**src/rtl/rgb_wb_gain.sv**
```systemverilog
// Per-channel white-balance gain for 12-bit RGB video: frame-synchronous U2.8 gains,
// round/saturate/truncate to OUT_W bits with 3-cycle aligned syncs, plus frame geometry checking.
module rgb_wb_gain #(
  parameter int unsigned OUT_W    = 8,
  parameter int unsigned H_ACTIVE = 1920,
  parameter int unsigned V_ACTIVE = 1080
) (
  input  logic             clk,
  input  logic             rstn,
  input  logic             vsync_in,
  input  logic             hsync_in,
  input  logic             de_in,
  input  logic [11:0]      rin,
  input  logic [11:0]      gin,
  input  logic [11:0]      bin,
  input  logic [9:0]       gain_r,
  input  logic [9:0]       gain_g,
  input  logic [9:0]       gain_b,
  input  logic             gain_load,
  input  logic             err_clr,
  output logic             vsync,
  output logic             hsync,
  output logic             de,
  output logic [OUT_W-1:0] rout,
  output logic [OUT_W-1:0] gout,
  output logic [OUT_W-1:0] bout,
  output logic [15:0]      frame_cnt,
  output logic             geom_err
);

  localparam int unsigned PIX_W  = 12;
  localparam int unsigned GAIN_W = 10;
  localparam int unsigned PROD_W = PIX_W + GAIN_W;
  localparam int unsigned Q_W    = PROD_W - 8;
  localparam int unsigned CNT_W  = 12;
  localparam int unsigned FC_W   = 16;
  localparam logic [GAIN_W-1:0] UNITY   = GAIN_W'(256);
  localparam logic [CNT_W-1:0]  CNT_MAX = '1;
  localparam logic [PIX_W-1:0]  PIX_MAX = '1;

  // Channel index 2 = red, 1 = green, 0 = blue throughout.
  logic [2:0][GAIN_W-1:0] gain_in_c;
  logic [2:0][PIX_W-1:0]  pix_in_c;
  assign gain_in_c = {gain_r, gain_g, gain_b};
  assign pix_in_c  = {rin, gin, bin};

  logic [2:0][GAIN_W-1:0] act_q, act_d, pend_q, pend_d;
  logic                   pend_vld_q, pend_vld_d;

  logic [2:0][PIX_W-1:0]  s1_pix_q;
  logic [2:0]             s1_sync_q;     // {vsync, hsync, de}
  logic [2:0][PROD_W-1:0] s2_prod_q, s2_prod_d;
  logic [2:0]             s2_sync_q;
  logic [2:0][OUT_W-1:0]  s3_pix_q, s3_pix_d;
  logic [2:0]             s3_sync_q;

  logic [CNT_W-1:0] pix_run_q, pix_run_d, line_run_q, line_run_d;
  logic             synced_q, synced_d, err_q, err_d, err_set_c;
  logic [FC_W-1:0]  frame_cnt_q, frame_cnt_d;

  logic vs_rise_c, de_fall_c;
  // Stage-1 sync registers double as the previous-cycle input history.
  assign vs_rise_c = vsync_in & ~s1_sync_q[2];
  assign de_fall_c = ~de_in & s1_sync_q[0];

  // Gains: pending captured on load, promoted to active only on a vsync rise.
  always_comb begin
    pend_d     = pend_q;
    pend_vld_d = pend_vld_q;
    act_d      = act_q;
    if (gain_load) begin
      pend_d     = gain_in_c;
      pend_vld_d = 1'b1;
    end
    if (vs_rise_c && (gain_load || pend_vld_q)) begin
      act_d      = gain_load ? gain_in_c : pend_q;
      pend_vld_d = 1'b0;
    end
  end

  // Multiply, then round, saturate and keep the MSBs.
  always_comb begin
    logic [PROD_W-1:0] sum;
    logic [Q_W-1:0]    q;
    logic [PIX_W-1:0]  sat;
    s2_prod_d = '0;
    s3_pix_d  = '0;
    for (int i = 0; i < 3; i++) begin
      s2_prod_d[i] = PROD_W'(s1_pix_q[i]) * PROD_W'(act_q[i]);
      sum = s2_prod_q[i] + PROD_W'(128);
      q   = Q_W'(sum >> 8);
      sat = (q > Q_W'(PIX_MAX)) ? PIX_MAX : PIX_W'(q);
      s3_pix_d[i] = s2_sync_q[0] ? OUT_W'(sat >> (PIX_W - OUT_W)) : '0;
    end
  end

  // Geometry checker on the input-side de/vsync.
  always_comb begin
    pix_run_d   = '0;
    line_run_d  = line_run_q;
    synced_d    = synced_q;
    frame_cnt_d = frame_cnt_q;
    err_set_c   = 1'b0;
    if (de_in) begin
      pix_run_d = (pix_run_q == CNT_MAX) ? pix_run_q : pix_run_q + CNT_W'(1);
    end
    if (de_fall_c) begin
      if (synced_q && (pix_run_q != CNT_W'(H_ACTIVE))) err_set_c = 1'b1;
      if (line_run_q != CNT_MAX) line_run_d = line_run_q + CNT_W'(1);
    end
    if (vs_rise_c) begin
      if (synced_q && (line_run_q != CNT_W'(V_ACTIVE))) err_set_c = 1'b1;
      line_run_d  = '0;
      synced_d    = 1'b1;
      frame_cnt_d = frame_cnt_q + FC_W'(1);
    end
    err_d = err_clr ? 1'b0 : (err_q | err_set_c);
  end

  always_ff @(posedge clk or negedge rstn) begin
    if (!rstn) begin
      act_q       <= {3{UNITY}};
      pend_q      <= {3{UNITY}};
      pend_vld_q  <= 1'b0;
      s1_pix_q    <= '0;
      s1_sync_q   <= '0;
      s2_prod_q   <= '0;
      s2_sync_q   <= '0;
      s3_pix_q    <= '0;
      s3_sync_q   <= '0;
      pix_run_q   <= '0;
      line_run_q  <= '0;
      synced_q    <= 1'b0;
      frame_cnt_q <= '0;
      err_q       <= 1'b0;
    end else begin
      act_q       <= act_d;
      pend_q      <= pend_d;
      pend_vld_q  <= pend_vld_d;
      s1_pix_q    <= pix_in_c;
      s1_sync_q   <= {vsync_in, hsync_in, de_in};
      s2_prod_q   <= s2_prod_d;
      s2_sync_q   <= s1_sync_q;
      s3_pix_q    <= s3_pix_d;
      s3_sync_q   <= s2_sync_q;
      pix_run_q   <= pix_run_d;
      line_run_q  <= line_run_d;
      synced_q    <= synced_d;
      frame_cnt_q <= frame_cnt_d;
      err_q       <= err_d;
    end
  end

  assign vsync     = s3_sync_q[2];
  assign hsync     = s3_sync_q[1];
  assign de        = s3_sync_q[0];
  assign rout      = s3_pix_q[2];
  assign gout      = s3_pix_q[1];
  assign bout      = s3_pix_q[0];
  assign frame_cnt = frame_cnt_q;
  assign geom_err  = err_q;

endmodule
```
**config.mk**
```make
export PLATFORM = sky130hd
export DESIGN_NAME = rgb_wb_gain
export DESIGN_NICKNAME = d
export VERILOG_FILES = /design/src/rtl/rgb_wb_gain.sv
export SDC_FILE = /design/constraint.sdc
export NUM_CORES = 1
export LEC_CHECK = 0
export ABC_AREA = 0
export CORE_MARGIN = 4
export CORE_UTILIZATION = 68
export CTS_BUF_LIST = sky130_fd_sc_hd__clkbuf_4
export DETAILED_ROUTE_END_ITERATION = 8
export PLACE_DENSITY = 0.95
export SETUP_SLACK_MARGIN = 0.15
export SKIP_LAST_GASP = 1
export SYNTH_ARGS = -nofsm -noshare
export SYNTH_HDL_FRONTEND = slang
export SYNTH_SLANG_ARGS = --single-unit
```
**constraint.sdc**
```tcl
create_clock -name clk -period 15.1 [get_ports clk]
set_input_delay 2.265 -clock clk [delete_from_list [all_inputs] [get_ports clk]]
set_output_delay 2.265 -clock clk [all_outputs]
set_load 0.005 [all_outputs]
```
# --- Word-level counts from Yosys, hierarchy flattened ---
# Index checks and enable logic that the tools add are counted.
totals:
  register_bits: 238
  word_cells: 73
  out_inout_bits: 44
  inputBits: 73
classes:
  magnitude_cmp: 3
  add_sub_neg: 6
  n_mux: 19
  n_eq_ne: 5
  bitwise: 5
  n_mul: 3
  reduce_logical: 8
ops:
  columns: ["op", "count"]
  rows:
  - ["2-to-1 mux 12 bit", 8]
  - ["adder 22 x 8 -> 22 bit (second input constant)", 3]
  - ["multiplier 12 x 10 -> 22 bit", 3]
  - ["greater-than comparator 14 x 12 -> 1 bit (second input constant)", 3]
  - ["2-to-1 mux 30 bit", 1]
  - ["adder 12 x 1 -> 12 bit (second input constant)", 2]
  - ["2-to-1 mux 8 bit", 3]
  - ["!= test 12 x 11 -> 1 bit (second input constant)", 2]
  - ["adder 16 x 1 -> 16 bit (second input constant)", 1]
  - ["equality test 12 bit (second input constant)", 1]
  - ["!= test 12 bit (second input constant)", 1]
  - ["2-to-1 mux 1 bit", 7]
  - ["nonzero test 2 bit", 3]
  - ["logical AND 1 bit", 3]
  - ["bitwise AND 1 bit", 2]
  - ["!= test 2 bit (second input constant)", 1]
  - ["NOT 1 bit", 2]
  - ["AND reduction 2 bit", 1]
  - ["logical OR 1 bit", 1]
  - ["OR 1 bit", 1]

# --- Longest topological paths before layout ---
# Gate-level depths: netlist of run 1.
depth:
  ltp_word: 8
  depth_mapped: 19
  mapped_depth_nobuf: 18

# --- Worst setup path before layout of run 1 ---
# No wires, ideal clock.
synth_timing:
  kind: "register to register"
  startpoint: "register act_q[23] (netlist bit)"
  endpoint: "register s2_prod_q[55] (netlist bit)"
  slack_ns: 9.919
  required_ns: 14.975
  path_stages_with_launch: 19
  setup_time_ns: 0.125
  period_less_slack_ns: 5.181
  t_arrival_ns: 5.055
  path_buffers: 1
  path_cell_list: "dfrtp_1 -> clkbuf_1 -> nand2_1 -> fa_1 -> inv_1 -> fa_1 -> inv_1 -> fa_1 -> inv_1 -> fa_1 -> inv_1 -> fa_1 -> inv_1 -> ha_1 -> and3_1 -> a32o_1 -> or2_2 -> a311o_1 -> xor2_1"
synth_rtl:
  columns: ["item", "line", "text"]
  rows:
  - ["from (decl)", "47", "logic [2:0][GAIN_W-1:0] act_q, act_d, pend_q, pend_d;"]
  - ["from (signal assigned)", "122", "act_q <= {3{UNITY}};"]
  - ["from (signal assigned)", "137", "act_q <= act_d;"]
  - ["to (signal assigned)", "142", "s2_prod_q <= s2_prod_d;"]
  - ["to (decl)", "52", "logic [2:0][PROD_W-1:0] s2_prod_q, s2_prod_d;"]

==> metrics.cfg, run 1 <==
[logic_synthesis]
ys_async_sr_fraction_pct = 100
yosysSeqAreaShare_pct = 28.3
syn_inst = 1871
ys_ff_latch = 217
syn_area_mm2 = 0.0192
yosysWarnings = 0
synth-edff-count = 0
syn_area_per_cell_um2 = 10.3
synth_fp_nets = 2348
synth_flop_cell = dfrtp_1
synth.distinct_cells = 60

[cells_and_area]
fillerInstances = 1728
ff_latch_area_mm2 = 0.00544
multiInputGateArea_mm2 = 0.0125
final_net_count = 2454
synthToLayoutAreaGrowth_pct = 11.1
drive_above_1_share_pct = 8.75
postLayoutCellArea_mm2 = 0.0214

[drt]
dr.pass1.iters = 5
drt_iter0_drc = 883
drt.antenna.violating_nets = 0
drt-wirelength-per-cell_um = 17.3
vias = 13900
remaining_drc_errors = 0
routed_wl_um = 41500
vias_per_cell = 5.78

[die]
io_pins = 117
core_mm2 = 0.0279
rows = 61
start_util_pct = 69.0
die_area_mm2 = 0.0310
die_x_um = 176
die-height_um = 176

[worst_hold_path]
min_path_type = flip-flop to flip-flop
hp-start = s2_sync_q[2]$_DFF_PN0_
hold_depth = 0
min_to = s3_sync_q[2]$_DFF_PN0_

[grt]
grt_pass1_wl_um = 71300
grt_pass1_vias = 15200
track_usage_pct = 28.0
grt_max_degree = 85
overflow = 0
antenna_found_initial = 1

[timing]
min_period_ns = 5.51
tns_ns = 0
report.final.slew_viol_count = 0
fmax_ghz = 0.181
rsz0062_at_grt = no
slew_headroom_pct = 24.2
finalCritPeriodShare_pct = 36.5
clock_skew_ns = 0.0661
hold_viol_final = 0
setup_viol = 0
tightest_slew_ns = 1.13

[setup_path]
cp_slowest_stage_delay_ns = 0.64
crit-reg2reg-launch = act_q[1]$_DFFE_PN0P_
r2r_setup_slack_ns = 9.59
startpoint_type = flip-flop
cp.depth = 18
crit_family = adder cells
worst-path-buf-inv = 5
crit_chain = nand2_1, fa_1, inv_1, fa_1, inv_1, fa_1, inv_1, fa_1, inv_1, fa_1, inv_1, ha_1, o2111a_1, and3_1, a21oi_1, a211oi_1, nor3b_1, o21bai_1
crit_fanout = 13
critical_path_required_ns = 15.64
cp.arrival_ns = 6.05
r2r_end = s2_prod_q[21]$_DFF_PN0_
critical_path_class = flip-flop to flip-flop
r2r_cells = 18
cp_slowest_cell = dfrtp_1
endpoint_kind = flip-flop

[cts]
cts_sinks = 217
cts_root_buf = clkbuf_4
clk_path_buf_depth = 3
cts.repair.resized = 0
insertion_delay_ns = 0.73
post-cts-setup-buffer-count = 0
htreeDepth = 2
cts_buffers = 58
cts_tree = built
clk_pin_slew_worst_paths_ns = 0.07
postCtsHoldBufs = 0

[flow_run]
maxCapViolCount = 0

[placement]
io_buffers = 116
gp_congestion = 0.938
place_area_mm2 = 0.0206
dp_hpwl_um = 31900

[status]
status = complete, no violations

-- cell families after synthesis --
family | after synthesis | synth area share (%)
AND/OR/NAND/NOR | 575 | 15.2
AO/OA/AOI/OAI | 175 | 6.39
buffers and inverters | 339 | 6.62
multiplexers | 63 | 3.68
flip-flops | 217 | 28.3
adder cells (fa/ha/maj) | 404 | 35.3
XOR/XNOR | 98 | 4.47
-- registers in the layout, indices dropped and copies added (netlist names) --
signal / cells
act_q: 30
bout: 8
frame_cnt: 16
geom_err: 1
gout: 8
line_run_q: 12
pend_q: 30
pend_vld_q: 1
pix_run_q: 12
rout: 8
s1_pix_q: 36
s1_sync_q: 3
s2_prod_q: 45
s2_sync_q: 3
s3_sync_q: 3
synced_q: 1
-- worst max path at each step --
stage,from,end,slack (ns)
after floorplan,act_q[23]$_DFFE_PN0P_,s2_prod_q[55]$_DFF_PN0_,9.92
after global placement,act_q[26]$_DFFE_PN0P_,s2_prod_q[65]$_DFF_PN0_,9.83
after detailed placement,act_q[1]$_DFFE_PN0P_,s2_prod_q[21]$_DFF_PN0_,9.66
after CTS,act_q[1]$_DFFE_PN0P_,s2_prod_q[21]$_DFF_PN0_,9.62
after global routing,act_q[26]$_DFFE_PN0P_,s2_prod_q[65]$_DFF_PN0_,9.31
final,act_q[1]$_DFFE_PN0P_,s2_prod_q[21]$_DFF_PN0_,9.59
-- synth_stat cells (all sizes together) (8+ instances only) --
cell	n	area share, %
inv	266	5.2
fa	231	24
dfrtp	211	27
nand2	204	4.0
and2	197	6.4
ha	173	11
clkbuf	61	1.2
mux2	61	3.6
xnor2	60	2.7
nor2	54	1.1
nand3	43	1.1
xor2	38	1.7
a21oi	37	0.96
o21ai	28	0.75
a21boi	26	1.0
nand4	20	0.65
a21o	14	0.55
buf	12	0.23
a211oi	9	0.35
and3	9	0.29
nor3	9	0.23
a31oi	8	0.26
nor4	8	0.29
-- routing by layer --
metal	global-route usage (%)	vias to the layer above	share of wire, %
li1	-	6227	-
met1	35.3	7033	39
met2	49.3	503	52
met3	5.18	119	6.5
met4	8.84	0	2.9
met5	0	-	0
-- through the flow --
step                cells  worst slack, ns  util, %  hold slack, ns
finish               2402             9.59     76.7           0.354
global route         2402             9.31     76.7           0.362
CTS                  2401             9.62     76.7           0.356
detailed placement   2295             9.66     74.0           0.339
global placement     2295             9.83     74.0           0.334
floorplan            1871             9.92        -           0.331
-- final cells by class --
type | instances | share of cell area, %
Clock buffer | 87 | 3.06
Inverter | 266 | 4.68
Tap cell | 378 | 2.21
Antenna cell | 1 | 0.0117
Timing Repair Buffer | 119 | 5.54
Multi-Input combinational cell | 1315 | 58.6
Sequential cell | 217 | 25.5
Clock inverter | 19 | 0.445
-- layout by cell type (no fill, tap or decap), types with 5 or more instances in the layout --
master and count:
a21boi_0 26, a21oi_1 37, nor2b_1 5, a21o_1 14
clkdlybuf4s50_1 114, o21ai_0 27, nor2_1 54, clkbuf_4 87
a211oi_1 9, o21bai_1 6, xnor2_1 60, and2_1 197
nand3_1 43, clkinv_1 13, inv_1 266, mux2_2 61
o211ai_1 7, nand4_1 20, nor4_1 7, and3_1 9
nand2_1 204, nor3_1 9, dfrtp_1 211, dfstp_2 6
fa_1 231, a31oi_1 8, ha_1 173, o21a_1 6
xor2_1 38
Power of run 1 is not shown: default switching activity piles up to over one toggle a cycle in this logic, so the estimate is an artifact.
==> inputs of run 2 (changes only) <==
CORE_UTILIZATION = 63   (was 68)
PLACE_DENSITY = 0.94   (was 0.95)
clock period = 5.1 ns   (was 15.1 ns; I/O delays follow)
==> metrics.cfg, run 2 (same netlist as run 1, synthesis figures left out) <==
[status]
status = complete, no violations

[placement]
dp_hpwl_um = 33100
dp.cells = 2362
place_area_mm2 = 0.0211
gp_congestion = 0.941
io_buffers = 116

[setup_path]
r2r_cells = 18
crit_chain = and2_4, fa_1, inv_2, fa_1, inv_1, fa_1, fa_1, inv_2, fa_1, inv_2, ha_4, nand3_2, o21bai_1, a211oi_2, buf_4, o21ai_4, o31a_1, a31oi_1
crit_fanout = 11
r2r_end = s2_prod_q[59]$_DFF_PN0_
r2r_setup_slack_ns = 0.006
critical_path_required_ns = 5.67
crit-reg2reg-launch = act_q[24]$_DFFE_PN0P_
cp_slowest_cell = fa_1
crit_family = adder cells
startpoint_type = flip-flop
cp.arrival_ns = 5.67
endpoint_kind = flip-flop
critical_path_class = flip-flop to flip-flop
crit_path_frequent_cell = fa_1
cp_slowest_stage_delay_ns = 0.57
worst-path-buf-inv = 5

[timing]
slew_headroom_pct = 19.7
clock_skew_ns = 0.0602
tightest_slew_ns = 1.20
fmax_ghz = 0.196
setup_viol = 0
report.final.slew_viol_count = 0
min_period_ns = 5.09
rsz0062_at_grt = yes
hold_viol_final = 0
timing.hold.ws_ns = 0.0316
finalCritPeriodShare_pct = 99.9

[cells_and_area]
regMostFlops = s2_prod_q
postLayoutCellArea_mm2 = 0.0234
ff_latch_area_mm2 = 0.00549
fillerInstances = 1737
final_cell_mix = 249 x inv_1, 224 x fa_1, 192 x nand2_1
largest_reg_flops = 45
final_net_count = 2586
reg_top3 = s2_prod_q x45, s1_pix_q x36
fin_cells = 2549
layout_commonest_cell = inv_1
multiInputGateArea_mm2 = 0.0133
synthToLayoutAreaGrowth_pct = 21.7
drive_above_1_share_pct = 22.4

[drt]
drt_iter0_drc = 1033
vias_per_cell = 5.77
vias = 14700
drt-wirelength-per-cell_um = 19.2
routed_wl_um = 48900
dr.pass1.iters = 5
drt.antenna.violating_nets = 0
remaining_drc_errors = 0

[cts]
insertion_delay_ns = 0.71
clk_pin_slew_worst_paths_ns = 0.07
clk_path_buf_depth = 3
cts_sinks = 217
postCtsHoldBufs = 0
cts_buffers = 58
htreeDepth = 2
cts_root_buf = clkbuf_4
cts_tree = built

[die]
start_util_pct = 64.3
die_area_mm2 = 0.0334
rows = 63
io_pins = 117
die_x_um = 183
core_mm2 = 0.0299
die-height_um = 183

[grt]
grt_pass1_wl_um = 75500
grt_pass1_vias = 15800
grt_use_met2_pct = 47.9
antenna_found_initial = 3
busiest_layer = met2
grt_max_degree = 108
track_usage_pct = 27.7
overflow = 0
met3_usage_pct = 5.38
use_met1_pct = 34.3

[worst_hold_path]
min_path_type = input pin to async pin

[flow_run]
maxCapViolCount = 0

## run 2: cell count changes in the layout (fill, tap and decap cells not counted), sizes merged
cell	delta
clkinv	+1
buf	+132
diode	+1
clkbuf	+1
inv	-1
bufinv	+1
## run 2: timing repair
action	CTS	global route
setup endpoints to repair	25	29
pin swaps	51	104
buffers inserted	40	37
resized for setup	81	142
## run 2: area by class of cell
type | count | share of cell area (%)
multi-input combinational | 1315 | 57.0
timing repair buffer | 251 | 9.78
antenna | 2 | 0.0214
inverter | 266 | 4.27
clock buffer | 88 | 2.83
tap | 390 | 2.09
sequential | 217 | 23.5
clock inverter | 20 | 0.567
## run 2: routing by layer
metal	share of wire (%)	up-vias	wire [um]
met4	5.1	2	2480
met1	37	7279	18000
met3	6.8	227	3340
met2	51	697	25100
met5	0.016	-	8
li1	-	6503	-
## run 2: how the worst max path moves through the flow
stage / endpoint / cells after the start / slack [ns] / startpoint
final: s2_prod_q[59]$_DFF_PN0_ / 18 / 0.006 / act_q[24]$_DFFE_PN0P_
after global routing: s2_prod_q[64]$_DFF_PN0_ / 17 / -0.13 / s1_pix_q[29]$_DFF_PN0_
after CTS: s2_prod_q[60]$_DFF_PN0_ / 17 / 0.15 / s1_pix_q[31]$_DFF_PN0_
after detailed placement: s2_prod_q[59]$_DFF_PN0_ / 16 / -0.11 / act_q[28]$_DFFE_PN1P_
after global placement: s2_prod_q[43]$_DFF_PN0_ / 16 / 0.07 / s1_pix_q[19]$_DFF_PN0_
after floorplan: s2_prod_q[55]$_DFF_PN0_ / 18 / 0.13 / act_q[23]$_DFFE_PN0P_
## run 2: through the flow
stage | utilization (%) | setup TNS [ns] | setup WS (ns)
floorplan | - | 0 | 0.130
global route | 78.2 | -0.619 | -0.135
finish | 78.2 | 0 | 0.00645
detailed placement | 70.6 | -0.278 | -0.110
global placement | 70.6 | 0 | 0.0733
CTS | 75.1 | 0 | 0.151
Power of run 2 is left out for the same reason.
==> inputs of run 3 (changes only) <==
TNS_END_PERCENT = 1   (was not set)
==> metrics.cfg, run 3 (same netlist as run 1, synthesis figures left out) <==
[cells_and_area]
layout_commonest_cell = inv_1
drive_above_1_share_pct = 19.7
reg_top3 = s2_prod_q x45, s1_pix_q x36
synthToLayoutAreaGrowth_pct = 19.1
final_net_count = 2569
final_core_util_pct = 76.6
regMostFlops = s2_prod_q
largest_reg_flops = 45
final_cell_mix = 249 x inv_1, 225 x fa_1, 195 x nand2_1

[setup_path]
r2r_cells = 17
critical_path_required_ns = 5.74
crit_fanout = 7
critical_path_class = flip-flop to flip-flop
cp.arrival_ns = 5.78
r2r_setup_slack_ns = -0.04
endpoint_kind = flip-flop
r2r_end = s2_prod_q[20]$_DFF_PN0_
startpoint_type = flip-flop
crit-reg2reg-launch = act_q[4]$_DFFE_PN0P_

[timing]
finalCritPeriodShare_pct = 101
tightest_slew_ns = 1.23
tns_ns = -0.0352
min_period_ns = 5.14
setup_viol = 1
timing.hold.ws_ns = 0.345
clock_skew_ns = 0.0525
fmax_ghz = 0.195
rsz0062_at_grt = yes
hold_viol_final = 0
slew_headroom_pct = 18.1
report.final.slew_viol_count = 0
worst_slack_ns = -0.0352

[drt]
vias = 14800
drt-wirelength-per-cell_um = 19.1
vias_per_cell = 5.84
drt.antenna.violating_nets = 0
remaining_drc_errors = 0
drt_iter0_drc = 1237
dr.pass1.iters = 5
routed_wl_um = 48300

[grt]
overflow = 0
antenna_found_initial = 1
grt_pass1_wl_um = 75600
track_usage_pct = 27.6
grt_max_degree = 74
grt_pass1_vias = 16000

[status]
violations = negative setup slack
status = complete, but fails checks

[placement]
io_buffers = 116
gp_congestion = 0.923
dp_hpwl_um = 34000

[cts]
clk_pin_slew_worst_paths_ns = 0.07
htreeDepth = 2
insertion_delay_ns = 0.79
clk_path_buf_depth = 3
cts_buffers = 57
cts_tree = built
cts_root_buf = clkbuf_4
cts_sinks = 217

[die]
start_util_pct = 64.3
die_area_mm2 = 0.0334
die_x_um = 183
rows = 63
io_pins = 117
die-height_um = 183
core_mm2 = 0.0299

[worst_hold_path]
hold_depth = 0
min_path_type = flip-flop to flip-flop
min_to = s3_sync_q[1]$_DFF_PN0_
hp-start = s2_sync_q[1]$_DFF_PN0_

[flow_run]
maxCapViolCount = 0

## run 3: critical path: stages (launching register included)
cell and delay [ns]:
dfrtp_2 0.47, buf_4 0.18, and2_1 0.17, fa_1 0.54
inv_1 0.07, fa_1 0.47, inv_1 0.13, fa_1 0.44
fa_1 0.45, ha_1 0.29, ha_2 0.41, a211oi_2 0.10
nor2_1 0.39, a211oi_4 0.18, buf_4 0.19, a211oi_4 0.26
o22ai_2 0.13, xnor2_1 0.14
## run 3: worst max-delay path by stage
| stage | start | end | slack [ns] | cells past startpoint |
|---|---|---|---|---|
| floorplan | act_q[13]$_DFFE_PN0P_ | s2_prod_q[42]$_DFF_PN0_ | 0.11 | 18 |
| global placement | act_q[18]$_DFFE_PN1P_ | s2_prod_q[43]$_DFF_PN0_ | 0.07 | 15 |
| detailed placement | act_q[5]$_DFFE_PN0P_ | s2_prod_q[21]$_DFF_PN0_ | -0.03 | 16 |
| CTS | act_q[1]$_DFFE_PN0P_ | s2_prod_q[15]$_DFF_PN0_ | 0.07 | 19 |
| global route | act_q[4]$_DFFE_PN0P_ | s2_prod_q[20]$_DFF_PN0_ | -0.15 | 17 |
| finish | act_q[4]$_DFFE_PN0P_ | s2_prod_q[20]$_DFF_PN0_ | -0.04 | 17 |
## run 3: repair_timing
item                                   4_1_cts  5_1_grt
buffers inserted                            12       27
gates resized for setup                     35      124
setup endpoints to repair                   24       33
pin swaps                                    8       96
endpoints found under the hold margin       68        0
hold buffers                                 1        0
gates cloned                                 0        1
## run 3: metal layers
metal | up-vias | global-route usage [%] | routed length [um]
li1 | 6444 | - | -
met1 | 7360 | 33.6 | 17700
met2 | 756 | 48.2 | 24800
met3 | 215 | 5.22 | 3500
met4 | 0 | 11.9 | 2350
met5 | - | 0 | 0
## run 3: metrics by stage
| stage | area, um2 | std cells | setup WS [ns] |
|---|---|---|---|
| global route | 22900 | 2528 | -0.147 |
| floorplan | 19300 | 1871 | 0.105 |
| detailed placement | 21200 | 2382 | -0.0268 |
| CTS | 22200 | 2499 | 0.0741 |
| finish | 22900 | 2528 | -0.0352 |
| global placement | 21200 | 2382 | 0.0674 |
## run 3: cell type report
type                    instances  area (um2)
clock inverters                24         185
diodes                          1        2.50
flip-flops and latches        217        5490
well taps                     390         488
clock buffers                  80         601
inverters                     266         998
multi-input cells            1315       13000
fillers                      1810        6980
repair buffers                235        2110
Power of run 3 is left out for the same reason.
